### config.mk
export PLATFORM = sky130hd
export DESIGN_NAME = dmac_distributor
export DESIGN_NICKNAME = d
export VERILOG_FILES = /design/src/rtl/dmac_distributor.sv
export SDC_FILE = /design/constraint.sdc
export NUM_CORES = 1
export LEC_CHECK = 0
export ABC_CLOCK_PERIOD_IN_PS = 1700
export CAP_MARGIN = 20
export CORE_ASPECT_RATIO = 1.2
export CORE_UTILIZATION = 37
export CTS_CLUSTER_DIAMETER = 50
export DETAILED_ROUTE_END_ITERATION = 10
export DONT_BUFFER_PORTS = 1
export PLACE_DENSITY = 0.61
export SYNTH_ARGS = -nofsm -noshare
export SYNTH_HDL_FRONTEND = slang
export SYNTH_SLANG_ARGS = --single-unit
### constraint.sdc
create_clock -name clk -period 1.7 [get_ports clk]
set_clock_uncertainty 0.1 [all_clocks]
set_input_delay 0.34 -clock clk [delete_from_list [all_inputs] [get_ports clk]]
set_output_delay 0.34 -clock clk [all_outputs]
set_load 0.02 [all_outputs]
### src/rtl/dmac_distributor.sv
// Single-source to N-destination stream router. Each destination owns a one-entry
// output slot; beats addressed to a nonexistent destination are consumed and counted.
module dmac_distributor #(
  parameter int unsigned N_SLAVE   = 4,
  parameter int unsigned DATA_SIZE = 32,
  parameter int unsigned ID_WIDTH  = 2
) (
  input  logic                                clk,
  input  logic                                rst,
  input  logic                                src_valid_i,
  output logic                                src_ready_o,
  input  logic [ID_WIDTH-1:0]                 src_id_i,
  input  logic [DATA_SIZE-1:0]                src_data_i,
  output logic [N_SLAVE-1:0]                  dst_valid_o,
  input  logic [N_SLAVE-1:0]                  dst_ready_i,
  output logic [N_SLAVE-1:0][DATA_SIZE-1:0]   dst_data_o,
  output logic [15:0]                         drop_cnt_o,
  output logic                                busy_o
);

  logic [N_SLAVE-1:0]                valid_q, valid_d;
  logic [N_SLAVE-1:0][DATA_SIZE-1:0] data_q, data_d;
  logic [15:0]                       drop_cnt_q, drop_cnt_d;

  logic [N_SLAVE-1:0] id_sel;
  logic [N_SLAVE-1:0] slot_free;
  logic [N_SLAVE-1:0] slot_wr;
  logic               id_legal;
  logic               accept;

  // One-hot decode of the destination ID; all-zero when the ID is out of range.
  always_comb begin
    id_sel = '0;
    for (int unsigned k = 0; k < N_SLAVE; k++) begin
      id_sel[k] = (32'(src_id_i) == k);
    end
  end

  assign id_legal  = (32'(src_id_i) < N_SLAVE);
  assign slot_free = ~valid_q | dst_ready_i;

  // Ready never looks at src_valid_i, so a source may wait for ready before asserting valid.
  always_comb begin
    src_ready_o = 1'b0;
    if (!rst) begin
      src_ready_o = id_legal ? |(id_sel & slot_free) : 1'b1;
    end
  end

  assign accept  = src_valid_i & src_ready_o;
  assign slot_wr = id_sel & {N_SLAVE{accept}};

  // A write wins over a drain on the same slot, giving back-to-back beats with no bubble.
  always_comb begin
    valid_d = valid_q;
    data_d  = data_q;
    for (int unsigned k = 0; k < N_SLAVE; k++) begin
      if (slot_wr[k]) begin
        valid_d[k] = 1'b1;
        data_d[k]  = src_data_i;
      end else if (valid_q[k] && dst_ready_i[k]) begin
        valid_d[k] = 1'b0;
      end
    end
  end

  always_comb begin
    drop_cnt_d = drop_cnt_q;
    if (accept && !id_legal && (drop_cnt_q != 16'hFFFF)) begin
      drop_cnt_d = drop_cnt_q + 16'd1;
    end
  end

  always_ff @(posedge clk) begin
    if (rst) begin
      valid_q    <= '0;
      data_q     <= '0;
      drop_cnt_q <= '0;
    end else begin
      valid_q    <= valid_d;
      data_q     <= data_d;
      drop_cnt_q <= drop_cnt_d;
    end
  end

  assign dst_valid_o = valid_q;
  assign dst_data_o  = data_q;
  assign drop_cnt_o  = drop_cnt_q;
  assign busy_o      = |valid_q;

endmodule
## Yosys cells after proc, flatten, opt, wreduce, memory -nomap -nowiden

Index checks and enable logic that the tools add are counted.

- Logic and storage cells: 36
- Flip-flop bits (word level): 132
- Bits of input ports: 41
- Output and inout bits: 150

- Mux-type cells: 9
- Bitwise gates (word level): 5
- Reduce and logical (&&, ||, !) cells: 11
- Eq/ne operators: 3

Operators with widths:

| cell | number |
|---|---|
| two-way mux 1 bit | 9 |
| bitwise AND 4 bit | 2 |
| nonzero test 2 bit | 4 |
| OR reduction 4 bit | 2 |
| == test 2 bit, second input constant | 2 |
| logical AND 1 bit | 4 |
| NOT 4 bit | 1 |
| OR 4 bit | 1 |
| == test 2 x 1 -> 1 bit, second input constant | 1 |
| zero test 2 bit | 1 |
| bitwise AND 1 bit | 1 |

## Logic depth before layout (Yosys ltp)

- Depth after elaboration: 8
- Mapped depth: 6

## Worst setup path before layout

OpenSTA, ideal clock, no wires.

- Path kind: reg-to-output
- Start: register valid_q[2], in the netlist dst_valid_o[2]
- End: output src_ready_o
- Path buffers: 1
- Slack: -158 ps
- Stages on the path, launching flop included: 5
- Arrival: 1418 ps
- Path through: dfxtp_1 > nor2b_1 > clkbuf_1 > mux4_2 > nor2_1

- Longest elaborated chain between the ends: 5

RTL lines:

| element | line | RTL |
|---|---|---|
| start: declaration | 21 | `logic [N_SLAVE-1:0] valid_q, valid_d;` |
| start signal: assignment | 80 | `valid_q <= valid_d;` |
| NOT 4 bit | 40 | `assign slot_free = ~valid_q \| dst_ready_i;` |
| OR 4 bit | 40 |  |
| bitwise AND 4 bit | 46 | `src_ready_o = id_legal ? \|(id_sel & slot_free) : 1'b1;` |
| OR reduction 4 bit | 46 |  |
| two-way mux 1 bit | 45 | `if (!rst) begin` |
| end: declaration | 11 | `output logic src_ready_o,` |

Every way passes these cells.

## Worst setup path after layout

- Start: register valid_q[0], in the netlist dst_valid_o[0]
- End: output src_ready_o

The elaborated chain is that of the path after synthesis.

==> flow_metrics.tcl <==
set metrics [dict create \
    globalplace.congestion 0.7796 \
    status "complete, but fails checks" \
    groute.usage.overall 0.2513 \
    fmaxAchievable_ghz 0.5083 \
    drv_cap 0 \
    fillerInstances 1435 \
    area_delta_synth_final_pct 20.17 \
    finalCritPeriodShare 1.157 \
    final_layout_size_suffix_gt1_frac 0.1125 \
    clock-root-buffer "sky130_fd_sc_hd__clkbuf_16" \
    drt-wirelength-per-cell_microns 25.02 \
    synth_compound_gate_area_share 0.2409 \
    layout.cells.most_common_list "128 x sky130_fd_sc_hd__nand4_1, 128 x sky130_fd_sc_hd__dfxtp_1, 66 x sky130_fd_sc_hd__a21oi_1, 64 x sky130_fd_sc_hd__nand2_1, 64 x sky130_fd_sc_hd__o31ai_1" \
    number_of_instances_in_the_synthesized_netlist 658 \
    critical_path_peak_fanout 2 \
    synth.distinct_cells 27 \
    die_h_microns 139.2 \
    final_ant_viol_nets 0 \
    initial_core_utilization 0.3830 \
    design.core.area_sq_um 15140 \
    num_rows 49 \
    place_area_sq_um 5877 \
    dpl.hpwl_microns 12110 \
    failed_checks "negative hold slack, negative setup slack" \
    cp_slowest_cell "sky130_fd_sc_hd__mux4_2" \
    detailroute.wirelength.met3_microns 2151 \
    synthFlopType "sky130_fd_sc_hd__dfxtp_1" \
    postLayoutCellArea_sq_um 6970 \
    critPathKind "flop to primary output" \
    worst_path_largest_cell_delay_ps 470 \
    met1Wirelength_microns 8051 \
    synth_xor_area_frac 0 \
    power.leakage_nw 2.542 \
    powerDensity_nw_per_um2 1132 \
    clock_insertion_delay_worst_skew_ps 420 \
    grt_remaining_overflow 0 \
    synth-simple-area-share 0.1989 \
    final.setup.worst_slack_ps -267.3 \
    fin_nets 678 \
    grt_setup_unrepaired "yes" \
    worst_path_clk_slew_ps 50 \
    number_of_storage_elements_in_the_synthesis_netlist 132 \
    critical_path.cell_chain "nor2b_4, mux4_2, nor2_4" \
    vias 5688 \
    global_route_wire_length_before_repair_microns 30950 \
    totalWireLength_microns 21340 \
    timing_hold_violations_final 65 \
    cp.arrival_ps 1530 \
    synthAdderAreaFrac 0 \
    cts_htree_levels 4 \
    timing.critical_path.to_type "primary output" \
    cts.path.max_buffers 2 \
    top_layer "met4" \
    timing.final.max_slew_violations 0 \
    number_of_buffers_created_by_cts 17 \
    cts_sinks 132 \
    syn_area_per_cell_sq_um 8.815 \
    remaining_drc_errors 0 \
    hold_path_class "input pin to flop" \
    total_power_mw 7.888 \
    synth.yosys.seq_area_share 0.4556 \
    timing.final.crit_period_ps 1967 \
    grt_antenna_before_repair 0 \
    worst_ir_drop_vdd_v 0.0005889 \
    met2_routed_length_microns 10590 \
    tritoncts_clock_tree "built" \
    ant_cells 0 \
    drt_iter0_drc 643 \
    ys_warn_count 0 \
    cp_data_required_time_ps 1260 \
    io_buffer_count 0 \
    grt_max_degree 133 \
    hold-worst-slack_ps -109.5 \
    die_w_microns 116.3 \
    die_area_sq_um 16180 \
    detailedRoute.firstPassIterationCount 5 \
    timing.final.setup_violations 2 \
    first_global_vias 5316 \
    number_of_placed_i_o_pins 191 \
    syn_area_sq_um 5801 \
    placement.setup.worst_slack_ps -11.80 \
    vias_per_cell 6.668 \
    critical_path.startpoint_type "flop" \
    synthMuxAreaShare 0.003883 \
    number_of_enable_flip_flop_cells_after_synthesis 0 \
    asyncSetResetFlopFracSynth 0 \
    largest_family_of_logic_cells_by_synthesized_area "compound AO/OA/AOI/OAI gates" \
]
==> layout make-up <==
cell class / instances / area, sq um / area share
Multi-Input combinational cell: 423 / 2695 / 0.3866
Sequential cell: 132 / 2648 / 0.3798
Timing Repair Buffer: 60 / 723.2 / 0.1038
Clock buffer: 23 / 488.0 / 0.07001
Tap cell: 204 / 255.2 / 0.03662
Clock inverter: 8 / 147.6 / 0.02118
Inverter: 3 / 13.76 / 0.001975
==> cell usage after synthesis (2+ instances only) <==
cell                       instances  share of area
sky130_fd_sc_hd__dfxtp_1         132           0.46
sky130_fd_sc_hd__nand4_1         128           0.14
sky130_fd_sc_hd__a21oi_1          67          0.058
sky130_fd_sc_hd__clkbuf_1         67          0.043
sky130_fd_sc_hd__nand2_1          64          0.041
sky130_fd_sc_hd__o31ai_1          64          0.083
sky130_fd_sc_hd__o311ai_0         36          0.054
sky130_fd_sc_hd__o311ai_1         26          0.039
sky130_fd_sc_hd__buf_2            17          0.015
sky130_fd_sc_hd__buf_4            17          0.022
sky130_fd_sc_hd__buf_1             7         0.0045
sky130_fd_sc_hd__buf_6             7          0.014
sky130_fd_sc_hd__nand2b_1          4         0.0043
sky130_fd_sc_hd__nor2b_1           4         0.0043
sky130_fd_sc_hd__nand3_1           3         0.0026
sky130_fd_sc_hd__inv_1             2         0.0013
sky130_fd_sc_hd__nor2_1            2         0.0013
sky130_fd_sc_hd__o311ai_2          2         0.0056
==> kinds of logic after synthesis <==
kind of cell           Yosys count
other                            1
and+or+nand+nor                210
buffers and inverters          118
DFF                            132
muxes                            1
AOI/OAI and AO/OA              196
==> layer usage <==
| layer | global-route usage | vias up |
|---|---|---|
| met5 | 0 | - |
| met4 | 0.1066 | 0 |
| met3 | 0.08217 | 44 |
| met2 | 0.4039 | 329 |
| met1 | 0.3034 | 2818 |
| li1 | - | 2497 |
==> path summary, 6_finish.rpt <==
kind / startpoint / end / slack [ps] / cells past startpoint
setup reg to reg: dst_valid_o[0] / dst_valid_o[0] / 60 / 5
hold reg to reg: dst_data_o[23] / dst_data_o[23] / 470 / 2
hold / removal: rst / dst_data_o[123] / -110 / 1
setup / recovery: dst_valid_o[0] / src_ready_o / -270 / 3
==> state kept, by name, summed over array words and instances (netlist names) <==
| signal | flops |
|---|---|
| dst_valid_o | 4 |
| dst_data_o | 128 |
==> per-stage QoR <==
step,TNS [ps],util,instances
global route,-524.5,0.4603,853
finish,-467.6,0.4603,853
detailed placement,-11.80,0.3881,783
CTS,-486.1,0.4548,849
global placement,0,0.3881,783
floorplan,-16.84,-,673
==> repair_timing <==
| item | in CTS | in global routing |
|---|---|---|
| gates cloned | 0 | 2 |
| hold endpoints to repair | 132 | 68 |
| setup endpoints to repair | 2 | 4 |
| hold buffers | 35 | 2 |
| pin swaps | 2 | 0 |
| setup buffers | 0 | 0 |
| gates resized for setup | 7 | 4 |
==> where the power goes <==
group / switching, mW / internal (mW)
registers: 0.177 / 3.19
clock network: 1.35 / 2.60
logic: 0.382 / 0.194
total: 1.91 / 5.98
==> critical path: cells and delay by family (launching register included) <==
kind,cells,cell delay [ps]
DFF,1,330
and+or+nand+nor,2,300
muxes,1,470
Note: power is estimated with default switching activity, not from simulation.
